===== src/rtl/result_serializer_pkg.sv =====
// Shared types and constants for the result serializer: FSM encoding, element
// geometry and the data byte count for an n x n result.
package result_serializer_pkg;

  localparam int unsigned ELEM_W  = 16;
  localparam int unsigned MAX_DIM = 3;

  typedef enum logic [2:0] {
    StIdle,
    StLoad,
    StStrobe,
    StWaitHi,
    StWaitLo,
    StNext,
    StDone
  } state_e;

  // Data bytes for an n x n matrix of 16-bit elements (checksum excluded).
  function automatic logic [4:0] byte_count(input logic [1:0] n);
    logic [4:0] nn;
    nn = {3'b000, n};
    return (nn * nn) << 1;
  endfunction

endpackage


===== src/rtl/result_serializer.sv =====
// Captures an n x n result matrix and streams it, row-major and high byte first,
// to an external UART transmitter followed by a modulo-256 checksum byte.
module result_serializer
  import result_serializer_pkg::*;
#(
  parameter int unsigned ELEM_W  = result_serializer_pkg::ELEM_W,
  parameter int unsigned MAX_DIM = result_serializer_pkg::MAX_DIM
) (
  input  logic                              bclk,
  input  logic                              rst,
  input  logic                              load,
  input  logic [MAX_DIM*MAX_DIM*ELEM_W-1:0] result,
  input  logic [3:0]                        size,
  input  logic                              tx_busy,
  output logic                              tx_start,
  output logic [7:0]                        tx_data,
  output logic                              busy,
  output logic                              done
);

  state_e                              state_q, state_d;
  logic [MAX_DIM*MAX_DIM*ELEM_W-1:0]   shadow_q, shadow_d;
  logic [1:0]                          dim_q, dim_d;
  logic [1:0]                          row_q, row_d, row_n;
  logic [1:0]                          col_q, col_d, col_n;
  logic                                half_q, half_d, half_n;
  logic [4:0]                          idx_q, idx_d;
  logic [7:0]                          csum_q, csum_d;
  logic [7:0]                          tx_data_q, tx_data_d;
  logic [4:0]                          nbytes;
  logic [7:0]                          csum_sum;

  function automatic logic [7:0] pick_byte(input logic [MAX_DIM*MAX_DIM*ELEM_W-1:0] sh,
                                           input logic [1:0] r, input logic [1:0] c,
                                           input logic lo);
    logic [ELEM_W-1:0] e;
    int unsigned       k;
    k = int'(r) * MAX_DIM + int'(c);
    e = sh[k*ELEM_W +: ELEM_W];
    return lo ? e[7:0] : e[ELEM_W-1 -: 8];
  endfunction

  always_comb begin
    state_d   = state_q;
    shadow_d  = shadow_q;
    dim_d     = dim_q;
    row_d     = row_q;
    col_d     = col_q;
    half_d    = half_q;
    idx_d     = idx_q;
    csum_d    = csum_q;
    tx_data_d = tx_data_q;
    tx_start  = 1'b0;
    done      = 1'b0;
    nbytes    = byte_count(dim_q);
    csum_sum  = csum_q + tx_data_q;

    // Position of the byte following the current one; col wraps at n-1.
    row_n  = row_q;
    col_n  = col_q;
    half_n = ~half_q;
    if (half_q) begin
      if (col_q == dim_q - 2'd1) begin
        col_n = 2'd0;
        row_n = row_q + 2'd1;
      end else begin
        col_n = col_q + 2'd1;
      end
    end

    unique case (state_q)
      StIdle: begin
        if (load) begin
          shadow_d = result;
          dim_d    = ((size >= 4'd1) && (size <= 4'(MAX_DIM))) ? size[1:0] : 2'(MAX_DIM);
          state_d  = StLoad;
        end
      end
      StLoad: begin
        row_d     = 2'd0;
        col_d     = 2'd0;
        half_d    = 1'b0;
        idx_d     = 5'd0;
        csum_d    = 8'd0;
        tx_data_d = pick_byte(shadow_q, 2'd0, 2'd0, 1'b0);
        state_d   = StStrobe;
      end
      StStrobe: begin
        tx_start = 1'b1;
        state_d  = StWaitHi;
      end
      StWaitHi: begin
        if (tx_busy) state_d = StWaitLo;
      end
      StWaitLo: begin
        if (!tx_busy) state_d = StNext;
      end
      StNext: begin
        if (idx_q < nbytes) begin
          csum_d  = csum_sum;
          idx_d   = idx_q + 5'd1;
          row_d   = row_n;
          col_d   = col_n;
          half_d  = half_n;
          state_d = StStrobe;
          if (idx_q + 5'd1 < nbytes) begin
            tx_data_d = pick_byte(shadow_q, row_n, col_n, half_n);
          end else begin
            tx_data_d = csum_sum;
          end
        end else begin
          state_d = StDone;
        end
      end
      StDone: begin
        done    = 1'b1;
        state_d = StIdle;
      end
      default: state_d = StIdle;
    endcase
  end

  always_ff @(posedge bclk or posedge rst) begin
    if (rst) begin
      state_q   <= StIdle;
      shadow_q  <= '0;
      dim_q     <= 2'd0;
      row_q     <= 2'd0;
      col_q     <= 2'd0;
      half_q    <= 1'b0;
      idx_q     <= 5'd0;
      csum_q    <= 8'd0;
      tx_data_q <= 8'd0;
    end else begin
      state_q   <= state_d;
      shadow_q  <= shadow_d;
      dim_q     <= dim_d;
      row_q     <= row_d;
      col_q     <= col_d;
      half_q    <= half_d;
      idx_q     <= idx_d;
      csum_q    <= csum_d;
      tx_data_q <= tx_data_d;
    end
  end

  assign tx_data = tx_data_q;
  assign busy    = (state_q != StIdle);

endmodule


===== config.mk =====
export PLATFORM = sky130hd
export DESIGN_NAME = result_serializer
export DESIGN_NICKNAME = d
export VERILOG_FILES = /design/src/rtl/result_serializer_pkg.sv /design/src/rtl/result_serializer.sv
export SDC_FILE = /design/constraint.sdc
export NUM_CORES = 1
export LEC_CHECK = 0
export CORE_ASPECT_RATIO = 1.75
export CORE_MARGIN = 5
export CORE_UTILIZATION = 26
export CTS_BUF_LIST = sky130_fd_sc_hd__clkbuf_2 sky130_fd_sc_hd__clkbuf_4 sky130_fd_sc_hd__clkbuf_8
export CTS_CLUSTER_SIZE = 28
export DETAILED_ROUTE_END_ITERATION = 10
export SLEW_MARGIN = 20
export SYNTH_ARGS = -nofsm -noshare
export SYNTH_HDL_FRONTEND = slang
export SYNTH_SLANG_ARGS = --single-unit
export TNS_END_PERCENT = 50

===== constraint.sdc =====
create_clock -name bclk -period 6.25 [get_ports bclk]
set_input_delay 0.9375 -clock bclk [delete_from_list [all_inputs] [get_ports bclk]]
set_output_delay 0.9375 -clock bclk [all_outputs]
set_load 0.02 [all_outputs]

**Yosys cells after proc, flatten, opt, wreduce, memory -nomap -nowiden**

Cells that the tools add are included.
Widths: inputs -> output; s select.

- $mul: 2
- Mux-type cells: 26
- Reductions and logical operators: 7
- Magnitude comparators: 4
- $add $sub $neg: 6
- Bitwise gates (word level): 1
- Shifts and indexed selects: 1
- Equal/unequal tests: 11

Operators by type and width:

| kind | number |
|---|---|
| $shiftx 144x10->16 | 1 |
| $mux 8 | 4 |
| $pmux 8 s2 | 2 |
| $pmux 3 s6 | 1 |
| $mux 2 | 7 |
| $mux 3 | 4 |
| $lt 5x5->1 | 2 |
| $pmux 5 s2 | 1 |
| $eq 3x3->1 const B | 3 |
| $add 8x8->8 | 1 |
| $ne 2x2->1 const B | 4 |
| $pmux 2 s2 | 2 |
| $eq 3x2->1 const B | 2 |
| $add 4x2->5 | 1 |
| $add 5x1->5 const B | 1 |
| $mux 5 | 1 |
| $add 2x1->2 const B | 2 |
| $ge 4x1->1 const B | 1 |
| $le 4x2->1 const B | 1 |
| $mul 2x2->4 | 1 |
| $mul 2x2->4 const B | 1 |
| $reduce_and 2->1 | 2 |
| $eq 3x1->1 const B | 1 |
| $logic_not 3->1 | 1 |
| 9 further kinds | 11 |

- Bits of input ports: 152
- Word-level logic and storage cells: 67
- Output and inout port bits: 11
- Register bits after elaboration: 175

**Logic depth before layout (Yosys ltp)**

Gate-level depths: netlist of the first run.

- Depth after elaboration: 11
- Mapped depth: 18
- Mapped depth without buffers: 17

**Worst setup path after synthesis of the first run**

OpenSTA, ideal clock, no wires.

- Path kind: register -> register
- Start point: register dim_q[0]
- End point: register tx_data_q[0] (netlist: tx_data[0])
- Data arrival time: 3.641 ns
- Stages on the path, launching flop included: 19
- Period minus slack after synthesis: 3.767 ns
- Path slack: 2.483 ns
- Buffers on the path: 2
- Setup time: 0.126 ns
- Required time: 6.124 ns
- Path through: dfrtp_1 -> inv_1 -> ha_1 -> xnor2_1 -> and3_1 -> nand2_1 -> xor2_1 -> fa_1 -> inv_1 -> ha_1 -> inv_1 -> fa_1 -> clkbuf_1 -> inv_1 -> clkbuf_1 -> a21oi_1 -> o22ai_1 -> o221ai_2 -> a221o_1

- Word-level cells in the longest chain between the ends: 11
- Elaborated cells on any way between the ends: 18
- Those cells by class: 2 x add/sub; 2 x mul; 2 x order compare; 2 x eq/ne; 1 x shift; 8 x mux; 1 x reduce/logical

RTL lines:

| item | RTL line | source |
|---|---|---|
| start, declared | result_serializer.sv:23 | `logic [1:0] dim_q, dim_d;` |
| start signal, assigned | result_serializer.sv:137 | `dim_q <= dim_d;` |
| $sub 2x1->2 | result_serializer.sv:63 | `if (col_q == dim_q - 2'd1) begin` |
| $eq 2x2->1 | result_serializer.sv:63 |  |
| $mux 2 | result_serializer.sv:63 |  |
| $mux 2 | result_serializer.sv:62 | `if (half_q) begin` |
| $mul 2x2->4 | result_serializer.sv:38 | `k = int'(r) * MAX_DIM + int'(c);` |
| $add 4x2->5 | result_serializer.sv:38 |  |
| $shiftx 144x10->16 | result_serializer.sv:39 | `e = sh[k*ELEM_W +: ELEM_W];` |
| $mux 8 | result_serializer.sv:40 | `return lo ? e[7:0] : e[ELEM_W-1 -: 8];` |
| $mux 8 | result_serializer.sv:106 | `if (idx_q + 5'd1 < nbytes) begin` |
| $mux 8 | result_serializer.sv:99 | `if (idx_q < nbytes) begin` |
| $pmux 8 s2 | result_serializer.sv:71 | `unique case (state_q)` |
| end signal, assigned | result_serializer.sv:143 | `tx_data_q <= tx_data_d;` |
| end, declared | result_serializer.sv:29 | `logic [7:0] tx_data_q, tx_data_d;` |

Several ways; a longest one is shown, not always the timed one. The select of a mux whose other input is x is not followed.
A chain may end at the register's enable or synchronous reset.

**Final worst setup path of the first run**

- Start point: register dim_q[0]
- End point: register tx_data_q[5] (netlist: tx_data[5])

Same word-level chain as after synthesis.

==> reports/qor.yml, run 1 <==
worst_setup_path:
  crit_chain: "inv_1 -> ha_1 -> xnor2_1 -> nand3_1 -> xnor2_1 -> inv_1 -> fa_1 -> inv_1 -> ha_2 -> inv_1 -> fa_1 -> inv_1 -> nor2_1 -> a21oi_1 -> o21ai_0 -> o211ai_1 -> a221o_1"
  cpMostUsedCell: "inv_1"
  critPathCaptureType: "flop"
  path_buf_inv: 5
  cp_top_family: "adder cells"
  startpoint: "dim_q[0]"
  worstPathArrival_ps: 5060
  regToRegStartpoint: "dim_q[0]"
  slowest_delay_ps: 740
  critPathRequiredTime_ps: 6630
  critPathSlowestCell: "fa_1"
  worstPathMaxFanout: 26
  setup.worst_path.class: "reg -> reg"
  startpoint_type: "flop"
die:
  design.die.area_mm2: 0.0372
  dieWidth_um: 148
  rows: 88
  fp.coreArea_mm2: 0.0329
  initial_core_util_pct: 26.3
  die_h_um: 251
  pin_count: 163
grt:
  antenna_found_initial: 2
  grt_pass1_vias: 6380
  grt_usage_pct: 13.3
  gr-total-overflow: 0
  grt_max_degree: 104
  grt_pass1_wl_mm: 37.5
min_path:
  hp-start: "shadow_q[88]"
  min_path_type: "reg -> reg"
timing:
  skew_ps: 20.5
  finalSetupViolCount: 0
  relSlewSlack_pct: 31.8
  max_clock_freq_ghz: 0.214
  post-route-worst-setup-slack_ps: 1570
  hold_viol: 0
  tightest_slew_ps: 1020
  rsz0062_at_grt: "no"
  slew_viol_final: 0
  layout_worst_path_cycle_share_pct: 74.9
  final.min_clock_period_ps: 4680
  finalSetupTns_ps: 0
synthesis:
  seq_area_frac_synth_pct: 50.6
  synth_top_area_share_pct: 50.6
  synth_ff_type: "dfrtp_1"
  ys_ff_latch: 175
  synthTopCellsByArea: "dfrtp_1 (51%), mux2_2 (20%), mux2i_1 (2.7%)"
  synthesis.nets: 852
  syn_inst: 681
  synth_largest_area_cell: "dfrtp_1"
  syn_area_mm2: 0.00866
  synth_edf_count: 0
  yosys_warnings: 0
  ys_types: 56
  synth.avg_cell_area_um2: 12.7
  async_flop_share_pct: 100
power:
  internal_power_uw: 3420
  clkPwrFrac_pct: 16.4
  switching_share_pct: 36.5
  combPwrFrac_pct: 46.1
  sequentialPowerShare_pct: 37.6
  power.switching_uw: 1970
  max-vdd-ir-drop_mv: 0.178
  power_leakage_uw: 0.00453
  powerDensity_mw_per_mm2: 486
route:
  viasPerCell: 4.76
  drcViolationCount: 0
  dr.pass1.iters: 6
  top_layer: "met4"
  drtIter0Drc: 309
  routed_wl_mm: 24.4
  via_count: 5940
  ant_nets: 0
  wl_per_cell_um: 19.6
  met1_length_mm: 9.10
  wl_met3_um: 639
  wl_met2_mm: 13.8
run:
  cap_violations: 0
cts:
  cts_buffers: 17
  cts_sinks: 175
  clkSlewWorstSetupHoldPaths_ps: 90
  cts_tree: "built"
  cts_root_buffer: "clkbuf_8"
  postCtsSetupRepairBufs: 0
  htree_levels: 4
  hold_buffers: 0
  cts_max_path_buffers: 2
  cts-resized-gates: 0
  worstSkewPairLatency_ps: 490
final_layout:
  layout-drive-gt1-share_pct: 25.1
  instances_no_fill: 1247
  layout.cells.most_common: "dfrtp_1"
  fin_nets: 998
  syn_to_final_growth_pct: 27.9
  final_cell_mix: "dfrtp_1 (175), clkdlybuf4s50_1 (162), mux2_2 (154), nand2_1 (40), a21oi_1 (30)"
  stdcell_area_mm2: 0.0111
placed_design:
  place_congestion: 0.841
  dp_cells: 1213
  placed_cell_area_mm2: 0.0106
  dp_slack_ps: 1580
  dp_hpwl_mm: 18.6
  port-buffer-count: 162
run_status:
  status: "finished, final reports clean"
==> flip-flops by register name (all words and copies together), names as in the netlist <==
name	flops
csum_q	8
state_q	3
dim_q	2
shadow_q	144
half_q	1
col_q	2
tx_data	8
row_q	2
idx_q	5
==> power groups by stage <==
stage	combinational (µW)	sequential, µW	clock, µW
after floorplan	1900	1930	0
after global placement	2470	2040	0
after detailed placement	2510	2050	0
after CTS	2520	2030	915
after global routing	2710	2090	956
final	2480	2020	882
==> final timing paths <==
check / end / slack (ps) / cells past startpoint
setup / recovery: tx_data[5] / 1570 / 17
hold reg to reg: shadow_q[88] / 500 / 1
max in group asynchronous: shadow_q[110] / 4070 / 3
min in group asynchronous: shadow_q[1] / 1050 / 2
setup reg to reg: tx_data[5] / 1570 / 17
hold / removal: shadow_q[88] / 500 / 1
==> logic make-up after synthesis <==
group,synth area share (%)
AOI/OAI and AO/OA,10.3
xor gates and xnor gates,1.62
adders and majority gates,3.00
buffers and inverters,3.42
DFF,50.6
muxes,25.8
and+or+nand+nor,5.27
==> through the flow <==
step / power, µW / hold WS, ps / utilization, %
floorplan: 3840 / 467 / -
finish: 5390 / 502 / 33.7
CTS: 5460 / 509 / 33.6
detailed placement: 4560 / 490 / 32.3
global placement: 4520 / 482 / 32.3
global route: 5760 / 520 / 33.7
==> routing by layer <==
| layer | track usage [%] | up-vias |
|---|---|---|
| met4 | 6.29 | 0 |
| met5 | 0 | - |
| li1 | - | 2796 |
| met2 | 25.1 | 110 |
| met3 | 2.23 | 32 |
| met1 | 14.2 | 3002 |
==> layout make-up <==
type,instances,area [µm²]
tap,405,507
antenna,2,5.00
inverter,16,65.1
multi-input combinational,447,4000
clock inverter,12,180
fill,3208,21800
sequential,175,4380
clock buffer,20,263
timing repair buffer,170,1680
==> synth_stat cells (2+ instances only) <==
cell type and number:
buf_6 4, buf_4 3, o221ai_1 3, xor2_1 4
inv_1 16, nor2b_1 2, a21o_1 2, mux4_2 4
o21ai_0 9, clkbuf_1 9, a21oi_1 30, fa_1 3
nand3_1 11, a22oi_1 16, dfrtp_1 175, o21bai_1 2
a32oi_1 2, nor2_1 27, and3_1 6, o211ai_1 4
a32o_1 2, o21ai_1 6, mux2_2 154, a22o_1 12
a221o_1 5, ha_1 16, o41ai_1 2, xnor2_1 12
nor3_1 3, buf_2 27, nand2_1 40, a21bo_1 2
o22ai_1 12, o21a_1 2, mux4_1 7, nor4b_1 2
mux2i_1 23, a21boi_0 4
Note: power is estimated with default switching activity, not from simulation.
==> run 2, diff against run 1 <==
==> constraint.sdc (replaced) <==
create_clock -name bclk -period 4 [get_ports bclk]
set_input_delay 0.6 -clock bclk [delete_from_list [all_inputs] [get_ports bclk]]
set_output_delay 0.6 -clock bclk [all_outputs]
set_load 0.02 [all_outputs]
==> run 2 against run 1 <==
Against the previous run: clock skew shrank 7.3 ps; critical path depth is the same; final area grew 2.9%; combinational power grew 68%; highest routed layer unchanged; critical endpoint is now tx_data[6]; non-clock buffer count grew 20.
==> reports/qor.yml, run 2 (synthesis gave the netlist of run 1 again) <==
run_status:
  status: "finished, final reports clean"
cts:
  cts_sinks: 175  # unchanged
  cts_max_path_buffers: 2  # unchanged
  cts_buffers: 17  # unchanged
  cts_tree: "built"
  cts_root_buffer: "clkbuf_8"
  worstSkewPairLatency_ps: 490  # about the same
  htree_levels: 4  # unchanged
  hold_buffers: 0  # unchanged
  clkSlewWorstSetupHoldPaths_ps: 100  # about the same
power:
  powerDensity_mw_per_mm2: 764  # +57%
  sequentialPowerShare_pct: 36.4  # -1.2 points
  power.switching_uw: 3190  # +62%
  switching_share_pct: 36.7  # +0.17 points
  total_power_uw: 8710  # +62%
  combPwrFrac_pct: 47.8  # +1.7 points
  power_leakage_uw: 0.00466  # +3.0%
  internal_power_uw: 5520  # +61%
  clkPwrFrac_pct: 15.8  # -0.6 points
  max-vdd-ir-drop_mv: 0.429  # +140%
final_layout:
  syn_to_final_growth_pct: 31.6
  layout-drive-gt1-share_pct: 27.9  # +2.8 points
  regArea_mm2: 0.00438  # unchanged
  layout.cells.most_common: "dfrtp_1"
  multi_input_comb_area_mm2: 0.00406  # +1.6%
  stdcell_area_mm2: 0.0114  # +2.9%
  final_cell_mix: "dfrtp_1 (175), clkdlybuf4s50_1 (162), mux2_2 (154), nand2_1 (40), a21oi_1 (30)"
  largest_reg_flops: 144  # unchanged
  nFillCells: 3212  # +0.12%
  largest_register: "shadow_q"
  fin_nets: 1018  # +2.0%
  instances_no_fill: 1270  # +1.8%
die:
  pin_count: 163  # unchanged
  initial_core_util_pct: 26.3  # unchanged
  die_h_um: 251  # unchanged
  fp.coreArea_mm2: 0.0329  # unchanged
  rows: 88  # unchanged
  design.die.area_mm2: 0.0372  # unchanged
  dieWidth_um: 148  # unchanged
grt:
  grtUsageMet3_pct: 2.73  # +0.50 points
  gr-total-overflow: 0  # unchanged
  antenna_found_initial: 5  # +3
  grt_pass1_wl_mm: 38.3  # +2.2%
  grt_max_degree: 101  # -2.9%
  gr-max-usage-layer: "met2"
  grt_use_met1_pct: 14.9  # +0.65 points
  grt_usage_pct: 13.7  # +0.39 points
  grt_pass1_vias: 6537  # +2.5%
  met2_usage_pct: 24.8  # -0.35 points
route:
  drcViolationCount: 0  # unchanged
  viasPerCell: 4.81  # +0.98%
  via_count: 6109  # +2.8%
  wl_per_cell_um: 19.8  # +1.4%
  ant_nets: 0  # unchanged
  dr.pass1.iters: 4  # -2
  routed_wl_mm: 25.2  # +3.3%
  drtIter0Drc: 313  # +1.3%
run:
  cap_violations: 0  # unchanged
worst_setup_path:
  worstPathMaxFanout: 19  # -27%
  ff2ff_path_depth: 17  # unchanged
  slowest_delay_ps: 460  # -280 ps
  critical_path_depth: 17  # unchanged
  critPathSlowestCell: "fa_1"
  setup.worst_path.class: "reg -> reg"
  crit_chain: "inv_1 -> ha_4 -> xnor2_2 -> and3_4 -> nand2_1 -> xor2_2 -> fa_1 -> inv_2 -> ha_4 -> inv_1 -> fa_2 -> buf_12 -> a22oi_1 -> nor2_1 -> o22ai_1 -> o221ai_1 -> a221o_1"
  worstPathArrival_ps: 4160  # -900 ps
  path_buf_inv: 4  # -1
  cp_top_family: "adder cells"
  startpoint_type: "flop"
  critPathCaptureType: "flop"
  critPathRequiredTime_ps: 4380  # -2250 ps
placed_design:
  dp_slack_ps: 78.0  # -1510 ps
  port-buffer-count: 162  # unchanged
  dp_hpwl_mm: 19.4  # +4.4%
  dp_cells: 1231  # +1.5%
  placed_cell_area_mm2: 0.0109  # +2.2%
  place_congestion: 0.826  # -1.8%
timing:
  post-route-worst-setup-slack_ps: 222  # -1340 ps
  relSlewSlack_pct: 44.5  # +13 points
  finalSetupViolCount: 0  # unchanged
  skew_ps: 13.2  # -7.32 ps
  hold_slack_ps: 405  # -96.2 ps
  layout_worst_path_cycle_share_pct: 94.4  # +20 points
  final.min_clock_period_ps: 3780  # -905 ps
  hold_viol: 0  # unchanged
  tightest_slew_ps: 830  # -193 ps
  max_clock_freq_ghz: 0.265  # +24%
  slew_viol_final: 0  # unchanged
min_path:
  min_path_type: "in -> async"
==> run 2: stage by stage <==
stage	utilization (%)	setup TNS [ps]
floorplan	-	0
global placement	33.0	0
detailed placement	33.0	0
CTS	34.3	0
global route	34.6	-36.7
finish	34.6	0
==> run 2: repair_timing <==
action                     4_1_cts  5_1_grt
buffers inserted                 0        2
resized for setup                0       10
setup endpoints to repair        0        8
==> run 2: worst paths after layout <==
check                              from      endpoint  slack [ps]
setup / recovery               dim_q[0]    tx_data[6]         220
hold / removal                      rst  shadow_q[57]         410
setup reg to reg               dim_q[0]    tx_data[6]         220
hold reg to reg            shadow_q[94]  shadow_q[94]         500
max in group asynchronous           rst  shadow_q[86]        2730
min in group bclk          shadow_q[94]  shadow_q[94]         500
==> run 2: layout make-up <==
type | instances | area share [%]
flip-flops and latches | 175 | 38.4
clock buffers | 20 | 2.25
well taps | 405 | 4.45
inverters | 16 | 0.560
clock inverters | 12 | 1.61
diodes | 5 | 0.110
multi-input cells | 447 | 35.6
repair buffers | 190 | 17.0
==> run 2: routing by layer <==
layer / up-vias / wire length (µm)
met5: - / 0
met4: 0 / 1270
met3: 41 / 895
met2: 133 / 13800
met1: 3095 / 9240
li1: 2840 / -
==> run 2: power groups by stage <==
stage,Clock (µW),Combinational [µW],Sequential (µW)
after floorplan,0,2980,3020
after detailed placement,0,4140,3200
after CTS,1420,4170,3170
after global placement,0,4070,3190
final,1380,4160,3170
after global routing,1480,4510,3280
==> run 3, diff against run 2 <==
--- a/config.mk
+++ b/config.mk
@@ -11,6 +11,7 @@
 export CTS_BUF_LIST = sky130_fd_sc_hd__clkbuf_2 sky130_fd_sc_hd__clkbuf_4 sky130_fd_sc_hd__clkbuf_8
 export CTS_CLUSTER_SIZE = 28
 export DETAILED_ROUTE_END_ITERATION = 10
+export SETUP_SLACK_MARGIN = 0.15
 export SLEW_MARGIN = 20
 export SYNTH_ARGS = -nofsm -noshare
 export SYNTH_HDL_FRONTEND = slang
==> run 3 against run 2 <==
Against the previous run: setup slack improved by 68 ps; critical endpoint unchanged; fmax rose by 1.8%; via count increased by 0.15%; combinational power up 1%; sequential share of layout area fell by 0.16 points; highest routed layer unchanged; utilization is 0.15 points higher; wire length increased by 0.27%; sequential power barely moved.
==> reports/qor.yml, run 3 (synthesis gave the netlist of run 1 again) <==
run_status:
  status: "finished, final reports clean"
power:
  power_leakage_uw: 0.00468  # +0.35%
  switching_share_pct: 36.7  # about the same
  powerDensity_mw_per_mm2: 765  # +0.11%
  power.switching_uw: 3210  # +0.56%
  max-vdd-ir-drop_mv: 0.400  # -6.8%
  combPwrFrac_pct: 48.0  # +0.2 points
  clkPwrFrac_pct: 15.8  # about the same
  sequentialPowerShare_pct: 36.2  # -0.2 points
  internal_power_uw: 5540  # +0.52%
worst_setup_path:
  regToRegStartpoint: "dim_q[1]"
  path_buf_inv: 3  # -1
  reg2reg_to: "tx_data[6]"
  critPathRequiredTime_ps: 4380  # about the same
  cp_top_family: "adder cells"
  crit_chain: "ha_4 -> xnor2_2 -> and3_4 -> nand2_2 -> xor2_2 -> fa_1 -> inv_2 -> ha_4 -> inv_2 -> fa_2 -> buf_12 -> a22oi_1 -> nor2_1 -> o22ai_1 -> o221ai_1 -> a221o_1"
  startpoint_type: "flop"
  startpoint: "dim_q[1]"
  worstSetupEndpoint: "tx_data[6]"
  critPathSlowestCell: "fa_1"
  setup.worst_path.class: "reg -> reg"
  ff2ff_path_depth: 16  # -1
  critical_path_depth: 16  # -1
  r2r_slack_ps: 290  # +70 ps
  slowest_delay_ps: 460  # about the same
  worstPathArrival_ps: 4090  # -70 ps
  critPathCaptureType: "flop"
  worstPathMaxFanout: 19  # unchanged
cts:
  htree_levels: 4  # unchanged
  clkSlewWorstSetupHoldPaths_ps: 100  # about the same
  cts_root_buffer: "clkbuf_8"
  cts_sinks: 175  # unchanged
  cts_tree: "built"
  cts_max_path_buffers: 2  # unchanged
  worstSkewPairLatency_ps: 490  # about the same
  cts_buffers: 17  # unchanged
route:
  via_count: 6118  # +0.15%
  routed_wl_mm: 25.3  # +0.27%
  drcViolationCount: 0  # unchanged
  viasPerCell: 4.81  # about the same
  ant_nets: 0  # unchanged
  wl_per_cell_um: 19.8  # about the same
  dr.pass1.iters: 4  # unchanged
  drtIter0Drc: 297  # -5.1%
die:
  design.die.area_mm2: 0.0372  # unchanged
  die_h_um: 251  # unchanged
  initial_core_util_pct: 26.3  # unchanged
  pin_count: 163  # unchanged
  rows: 88  # unchanged
  dieWidth_um: 148  # unchanged
  fp.coreArea_mm2: 0.0329  # unchanged
timing:
  slew_viol_final: 0  # unchanged
  relSlewSlack_pct: 45.5  # +0.92 points
  finalSetupTns_ps: 0  # unchanged
  finalSetupViolCount: 0  # unchanged
  final.min_clock_period_ps: 3710  # -68.4 ps
  layout_worst_path_cycle_share_pct: 92.7  # -1.7 points
  tightest_slew_ps: 816  # -13.7 ps
  hold_viol: 0  # unchanged
  post-route-worst-setup-slack_ps: 291  # +68.4 ps
  max_clock_freq_ghz: 0.270  # +1.8%
  skew_ps: 12.0  # -1.19 ps
  rsz0062_at_grt: "no"
placed_design:
  placed_cell_area_mm2: 0.0109  # unchanged
  port-buffer-count: 162  # unchanged
  place_congestion: 0.826  # unchanged
  dp_slack_ps: 78.0  # unchanged
  dp_hpwl_mm: 19.4  # unchanged
final_layout:
  fin_nets: 1021  # +0.29%
  layout-drive-gt1-share_pct: 28.9  # +0.95 points
  multi_input_comb_area_mm2: 0.00409  # +0.55%
  largest_register: "shadow_q"
  regArea_mm2: 0.00438  # unchanged
  syn_to_final_growth_pct: 32.1
  final_cell_mix: "dfrtp_1 (175), clkdlybuf4s50_1 (162), mux2_2 (154), nand2_1 (39), a21oi_1 (30)"
  layout.cells.most_common: "dfrtp_1"
  nFillCells: 3208  # -0.12%
  largest_reg_flops: 144  # unchanged
  stdcell_area_mm2: 0.0114  # +0.43%
grt:
  gr-total-overflow: 0  # unchanged
  grt_pass1_vias: 6538  # +0.015%
  grt_pass1_wl_mm: 38.3  # about the same
  antenna_found_initial: 5  # unchanged
  grt_usage_pct: 13.7  # about the same
  grt_max_degree: 101  # unchanged
min_path:
  min_path_type: "in -> async"
run:
  cap_violations: 0  # unchanged
## run 3: power groups by stage
stage                     logic [µW]  clock network (µW)  registers [µW]
after global placement          4070                   0            3190
final                           4200                1380            3170
after floorplan                 2980                   0            3020
after detailed placement        4140                   0            3200
after global routing            4540                1480            3280
after CTS                       4180                1420            3170
## run 3: worst min-delay path by stage
| stage | start | to |
|---|---|---|
| final | rst | shadow_q[57] |
| after detailed placement | shadow_q[94] | shadow_q[94] |
| after global placement | shadow_q[112] | shadow_q[112] |
| after floorplan | row_q[1] | row_q[1] |
| after CTS | rst | shadow_q[57] |
| after global routing | rst | shadow_q[57] |
## run 3: cell type report
cell class                      instances  share of cell area (%)
Timing Repair Buffer                  193                    17.1
Inverter                               16                   0.557
Tap cell                              405                    4.43
Clock buffer                           20                    2.24
Antenna cell                            5                   0.109
Sequential cell                       175                    38.3
Multi-Input combinational cell        447                    35.7
Clock inverter                         12                    1.61
## run 3: repair_timing
action,in CTS,in global routing
setup endpoints to repair,7,8
cloned,0,0
hold buffers,0,0
resized for setup,5,13
setup buffers,0,5
pin swaps,0,10
## run 3: layer usage
metal	wire (µm)	vias to the layer above	global-route usage (%)
li1	-	2845	-
met1	9260	3105	14.8
met2	13900	127	24.8
met3	807	41	2.73
met4	1260	0	7.53
met5	0	-	0
## run 3: per-stage QoR
stage                     hold slack, ps  total power (µW)  cells  utilization, %
after floorplan                      467              6000    681               -
after global placement               483              7260   1231            33.0
after detailed placement             488              7340   1231            33.0
after CTS                            374              8770   1263            34.4
after global routing                 380              9310   1273            34.8
final                                406              8760   1273            34.8
## run 3: worst reg2reg max path, stage by stage, from the launching register on
cell      delay, ps
dfrtp_1         440
ha_4            270
xnor2_2         180
and3_4          220
nand2_2          70
xor2_2          210
fa_1            460
inv_2            80
ha_4            130
inv_2            30
fa_2            440
buf_12          180
a22oi_1         150
nor2_1           60
o22ai_1         180
o221ai_1        170
a221o_1         310
